$ cat src/rtl/uart_pkg.sv
// Shared types and line levels for the UART transmitter.
package uart_pkg;

    typedef enum logic [2:0] {
        IDLE   = 3'd0,
        START  = 3'd1,
        DATA   = 3'd2,
        PARITY = 3'd3,
        STOP1  = 3'd4,
        STOP2  = 3'd5
    } tx_state_e;

    localparam logic UART_IDLE_LVL  = 1'b1;
    localparam logic UART_START_LVL = 1'b0;

endpackage

$ cat src/rtl/uart_baud_gen.sv
// Bit-time generator: bit_tick marks the last clk cycle of each bit period.
module uart_baud_gen #(
    parameter int DIV_W = 16
) (
    input  logic             clk,
    input  logic             rst_n,
    input  logic [DIV_W-1:0] divisor,
    input  logic             restart,
    input  logic             enable,
    output logic             bit_tick
);

    logic [DIV_W-1:0] cnt_reg;
    logic [DIV_W-1:0] cnt_next;
    logic [DIV_W-1:0] reload;

    // Down-counter preloaded with divisor-1; a zero divisor behaves like one.
    assign reload   = (divisor == '0) ? '0 : divisor - DIV_W'(1);
    assign bit_tick = enable && !restart && (cnt_reg == '0);

    always_comb begin
        cnt_next = cnt_reg;
        if (restart) begin
            cnt_next = reload;
        end else if (enable) begin
            cnt_next = (cnt_reg == '0) ? reload : cnt_reg - DIV_W'(1);
        end
    end

    always_ff @(posedge clk or negedge rst_n) begin
        if (!rst_n) begin
            cnt_reg <= '0;
        end else begin
            cnt_reg <= cnt_next;
        end
    end

endmodule

$ cat src/rtl/uart_serial_tx.sv
// UART transmitter: start, DATA_W bits LSB first, optional parity, 1 or 2 stops.
// Optional line-break support is enabled by defining UART_TX_BREAK_EN.
module uart_serial_tx
    import uart_pkg::*;
#(
    parameter int DATA_W = 8,
    parameter int DIV_W  = 16
) (
    input  logic              clk,
    input  logic              rst_n,
    input  logic [DIV_W-1:0]  divisor,
    input  logic              parity_en,
    input  logic              parity_odd,
    input  logic              stop2,
    input  logic              tx_valid,
    input  logic [DATA_W-1:0] tx_data,
    output logic              tx_ready,
    output logic              sdata,
    output logic              busy
`ifdef UART_TX_BREAK_EN
    ,
    input  logic              break_req
`endif
);

    localparam int IDX_W = (DATA_W > 1) ? $clog2(DATA_W) : 1;
    localparam logic [IDX_W-1:0] LAST_IDX = IDX_W'(DATA_W - 1);

    tx_state_e         state_reg;
    tx_state_e         state_next;
    logic [DATA_W-1:0] shift_reg;
    logic [DATA_W-1:0] shift_next;
    logic [IDX_W-1:0]  bit_idx_reg;
    logic [IDX_W-1:0]  bit_idx_next;
    logic [DIV_W-1:0]  div_reg;
    logic              par_en_reg;
    logic              par_bit_reg;
    logic              stop2_reg;

    logic              idle;
    logic              accept;
    logic              bit_tick;
    logic [DIV_W-1:0]  baud_div;

    assign idle   = (state_reg == IDLE);
    assign accept = tx_valid && tx_ready;

`ifdef UART_TX_BREAK_EN
    // Break only starts from IDLE, so a pending request waits out any frame.
    assign tx_ready = idle && !break_req;
    assign busy     = !idle || break_req;
`else
    assign tx_ready = idle;
    assign busy     = !idle;
`endif

    // The counter is reloaded on the accept edge, before div_reg holds the new value.
    assign baud_div = accept ? divisor : div_reg;

    uart_baud_gen #(
        .DIV_W(DIV_W)
    ) u_baud (
        .clk     (clk),
        .rst_n   (rst_n),
        .divisor (baud_div),
        .restart (accept),
        .enable  (!idle),
        .bit_tick(bit_tick)
    );

    always_comb begin
        state_next   = state_reg;
        shift_next   = shift_reg;
        bit_idx_next = bit_idx_reg;
        case (state_reg)
            IDLE: begin
                if (accept) begin
                    state_next   = START;
                    shift_next   = tx_data;
                    bit_idx_next = '0;
                end
            end
            START: begin
                if (bit_tick) state_next = DATA;
            end
            DATA: begin
                if (bit_tick) begin
                    shift_next = shift_reg >> 1;
                    if (bit_idx_reg == LAST_IDX) begin
                        state_next = par_en_reg ? PARITY : STOP1;
                    end else begin
                        bit_idx_next = bit_idx_reg + IDX_W'(1);
                    end
                end
            end
            PARITY: begin
                if (bit_tick) state_next = STOP1;
            end
            STOP1: begin
                if (bit_tick) state_next = stop2_reg ? STOP2 : IDLE;
            end
            STOP2: begin
                if (bit_tick) state_next = IDLE;
            end
            default: state_next = IDLE;
        endcase
    end

    always_comb begin
        sdata = UART_IDLE_LVL;
        case (state_reg)
            START:   sdata = UART_START_LVL;
            DATA:    sdata = shift_reg[0];
            PARITY:  sdata = par_bit_reg;
            default: sdata = UART_IDLE_LVL;
        endcase
`ifdef UART_TX_BREAK_EN
        if (idle && break_req) sdata = UART_START_LVL;
`endif
    end

    always_ff @(posedge clk or negedge rst_n) begin
        if (!rst_n) begin
            state_reg   <= IDLE;
            shift_reg   <= '0;
            bit_idx_reg <= '0;
            div_reg     <= '0;
            par_en_reg  <= 1'b0;
            par_bit_reg <= 1'b0;
            stop2_reg   <= 1'b0;
        end else begin
            state_reg   <= state_next;
            shift_reg   <= shift_next;
            bit_idx_reg <= bit_idx_next;
            if (accept) begin
                div_reg     <= divisor;
                par_en_reg  <= parity_en;
                par_bit_reg <= (^tx_data) ^ parity_odd;
                stop2_reg   <= stop2;
            end
        end
    end

endmodule

$ cat config.mk
export PLATFORM = sky130hd
export DESIGN_NAME = uart_serial_tx
export DESIGN_NICKNAME = d
export VERILOG_FILES = /design/src/rtl/uart_pkg.sv /design/src/rtl/uart_baud_gen.sv /design/src/rtl/uart_serial_tx.sv
export SDC_FILE = /design/constraint.sdc
export NUM_CORES = 1
export LEC_CHECK = 0
export ABC_AREA = 1
export CAP_MARGIN = 20
export CORE_MARGIN = 5
export CORE_UTILIZATION = 58
export CTS_CLUSTER_DIAMETER = 30
export DETAILED_ROUTE_END_ITERATION = 16
export PLACE_DENSITY = 0.91
export SYNTH_ARGS = -nofsm -noshare
export SYNTH_HDL_FRONTEND = slang
export SYNTH_SLANG_ARGS = --single-unit
$ cat constraint.sdc
create_clock -name clk -period 2.1 [get_ports clk]
set_input_delay 0.42 -clock clk [delete_from_list [all_inputs] [get_ports clk]]
set_output_delay 0.42 -clock clk [all_outputs]
set_load 0.01 [all_outputs]
==> impl_metrics.yaml <==
outcome:
  outcome: "finished, violations left"
  violations: "setup timing"
die:
  die_h_um: 88.0
  dieArea_mm2: 0.00774
  fp-row-count: 28
  die_w_um: 88.0
  ios: 33
  initial_core_util_pct: 59.6
  core_mm2: 0.00592
placed_design:
  dp_cells: 630
  io_buffers: 32
  dp_hpwl_um: 7050
  place_congestion: 0.953
global_route:
  grt_pass1_vias: 3571
  grt_overflow: 0
  grt_max_degree: 27
  grt_pass1_wl_um: 15800
  gr-usage-all-layers_pct: 25.8
  antenna_found_initial: 0
pwr:
  powerDensity_mw_per_mm2: 1540
  p_int_w: 0.00368
  p_sw_share_pct: 48.4
  clkPwrFrac_pct: 10.2
  p_sw_w: 0.00346
  p_comb_share_pct: 64.8
  power_frac_seq_pct: 25.0
  p_leak_nw: 2.28
  ir_drop_v: 0.000862
worst_setup_path:
  cp.required_ns: 2.31
  critPathArrivalTime_ns: 2.34
  cp.depth: 14
  worst_setup_path_end_kind: "flop"
  slowest_delay_ns: 0.46
  critPathBufInv: 2
  crit_slowest_cell: "dfrtp_2"
  ff2ff_path_depth: 14
  path_class: "reg2reg"
  crit_family: "simple AND/OR/NAND/NOR gates"
  reg2reg_slack_ns: -0.04
  crit_top_cell: "nand2_1"
  worstPathCellList: "nor2_4 -> buf_12 -> nand3_4 -> clkbuf_16 -> nand2_1 -> nand2_1 -> nor2_4 -> nand2_1 -> nor2_4 -> nand2_1 -> nand2_1 -> nand2_1 -> nand2_1 -> a21oi_2"
  start_kind: "flop"
  crit_fanout: 7
timing:
  slew_headroom_pct: 57.2
  fin_crit_sh_pct: 102
  fmax_mhz: 468
  tightest_slew_ns: 0.642
  fin_ws_ns: -0.0380
  drv_slew: 0
  rsz0062_at_grt: "true"
  hold_viol: 0
  fin_skew_ns: 0.0159
  setup_viol: 2
  finalCriticalPeriod_ns: 2.14
  holdWs_ns: 0.111
clock_network:
  clock_sinks: 49
  clk_latency_ns: 0.32
  clk_pin_slew_ns: 0.11
  cts_buffers: 5
  cts.path.max_buffers: 2
  cts_tree: "done"
  cts_hold_buffers: 0
  clockRootBuffer: "clkbuf_8"
  htree_levels: 2
synthesis:
  syn_inst: 494
  ys_types: 37
  ys_seq_elements: 49
  synth-edff-count: 0
  syn_avg_cell_area_um2: 7.14
  synth_nets: 529
  yosysWarnings: 0
  ys_seq_area_share_pct: 34.8
  synth_area_mm2: 0.00353
  synth_flop_cell: "dfrtp_1"
  asyncSetResetFlopFracSynth_pct: 100
cells_and_area:
  antenna-diode-count: 0
  fin_nets: 610
  instances_no_fill: 651
  area_delta_synth_final_pct: 31.7
  drive_gt1_share_pct: 26.2
detailed_routing:
  drt_iter0_markers: 326
  via_per_inst: 5.86
  drt_pass1_iterations: 6
  drc_errors: 0
  routedWlPerCell_um: 16.3
  vias: 3812
  drt.antenna.violating_nets: 0
  wl_um: 10600
job:
  drv_cap: 0
worst_hold_path:
  min_path_type: "in2async"
[cell usage after synthesis, types with 2 or more instances]
library cell  instances  area (um2)
nand2_1             144         541
inv_1                68         255
dfrtp_1              49        1230
nor2_1               31         116
nand3_1              29         145
nand4_1              29         181
o21ai_0              22         110
xor2_1               14         123
a21oi_1              12        60.1
nand2_2              12        75.1
nor2_2                9        56.3
xnor2_1               8        70.1
buf_6                 7        78.8
buf_2                 6        30.0
nor2_4                6        67.6
ha_1                  5        62.6
o211ai_1              5        37.5
a31oi_1               4        25.0
nand3_2               4        40.0
inv_2                 3        11.3
nor3_1                3        15.0
nor4_1                3        18.8
a21oi_2               2        17.5
buf_4                 2        15.0
clkinv_1              2        7.51
o211ai_2              2        25.0
o21ai_1               2        10.0
o21ai_2               2        17.5
[power by group through the flow]
| stage | sequential [W] | clock [W] | combinational (W) |
|---|---|---|---|
| after floorplan | 0.00165 | 0 | 0.00258 |
| after global placement | 0.00172 | 0 | 0.00371 |
| after detailed placement | 0.00175 | 0 | 0.00386 |
| after CTS | 0.00174 | 0.000723 | 0.00398 |
| after global routing | 0.00183 | 0.000779 | 0.00500 |
| final | 0.00179 | 0.000731 | 0.00462 |
[what timing repair did]
action | in CTS | in global routing
pin swaps | 2 | 18
setup buffers | 2 | 9
gates cloned | 0 | 2
endpoints found under the hold margin | 0 | 0
gates resized for setup | 6 | 55
endpoints found under the setup margin | 16 | 19
[metal layers]
layer	up-vias	track usage, %	routed length, um
met5	-	0	0
met4	0	8.93	557
met3	64	4.23	789
met2	231	47.1	5440
met1	1769	30.4	3820
li1	1748	-	-
[cells by family after synthesis]
group / count (synthesis) / synth area share (%)
buffers and inverters: 90 / 11.7
adder cells (fa/ha/maj): 5 / 1.77
AND/OR/NAND/NOR: 273 / 36.8
XOR/XNOR: 22 / 5.47
AO/OA/AOI/OAI: 55 / 9.44
flip-flops: 49 / 34.8
[cell usage in the layout (no fill, tap or decap), types with 2 or more instances in the layout]
master and n:
xor2_1 14, clkbuf_8 5, nor2_1 26, dfrtp_2 3, nor3_1 2, dlymetal6s2s_1 3, nand2_1 123, nor2_2 8
clkdlybuf4s50_1 27, nand3_1 22, xnor2_1 8, o21ai_1 3, nand3_4 3, a31oi_1 4, o211ai_2 2, nand2_4 5
o21ai_0 21, nor4_1 3, nand2_2 29, a21oi_2 2, ha_1 4, nand3_2 10, o211ai_1 5, a21oi_1 12
nand4_1 29, inv_1 67, dfrtp_1 46, buf_12 5, nor2_4 12, buf_4 51, inv_2 3
[stage by stage]
stage          instance area, um2  utilization (%)  setup WS, ns  TNS, ns  total power (W)
2_1_floorplan                3530                -         0.135        0          0.00424
3_3_place_gp                 4190             70.8        -0.276    -3.72          0.00542
3_5_place_dp                 4190             70.8        -0.350    -4.88          0.00561
4_1_cts                      4350             73.4       0.00281        0          0.00644
5_1_grt                      4640             78.4        -0.141    -1.33          0.00761
6_report                     4640             78.4       -0.0380  -0.0502          0.00714
[layout make-up]
class                      instances  area, um2
clock buffer                       5       68.8
fill                             363       1280
sequential                        49       1230
clock inverter                     3       50.0
inverter                          73        283
tap                               75       93.8
multi-input combinational        356       2080
timing repair buffer              90        841
[path summary, 6_finish.rpt]
check,start,endpoint
max reg2reg,state_reg[1],u_baud.cnt_reg[15]
min reg2reg,stop2_reg,stop2_reg
min,rst_n,div_reg[5]
min in group clk,stop2_reg,stop2_reg
max,state_reg[1],u_baud.cnt_reg[15]
max in group asynchronous,rst_n,u_baud.cnt_reg[15]
Note: power is estimated with default switching activity, not from simulation.
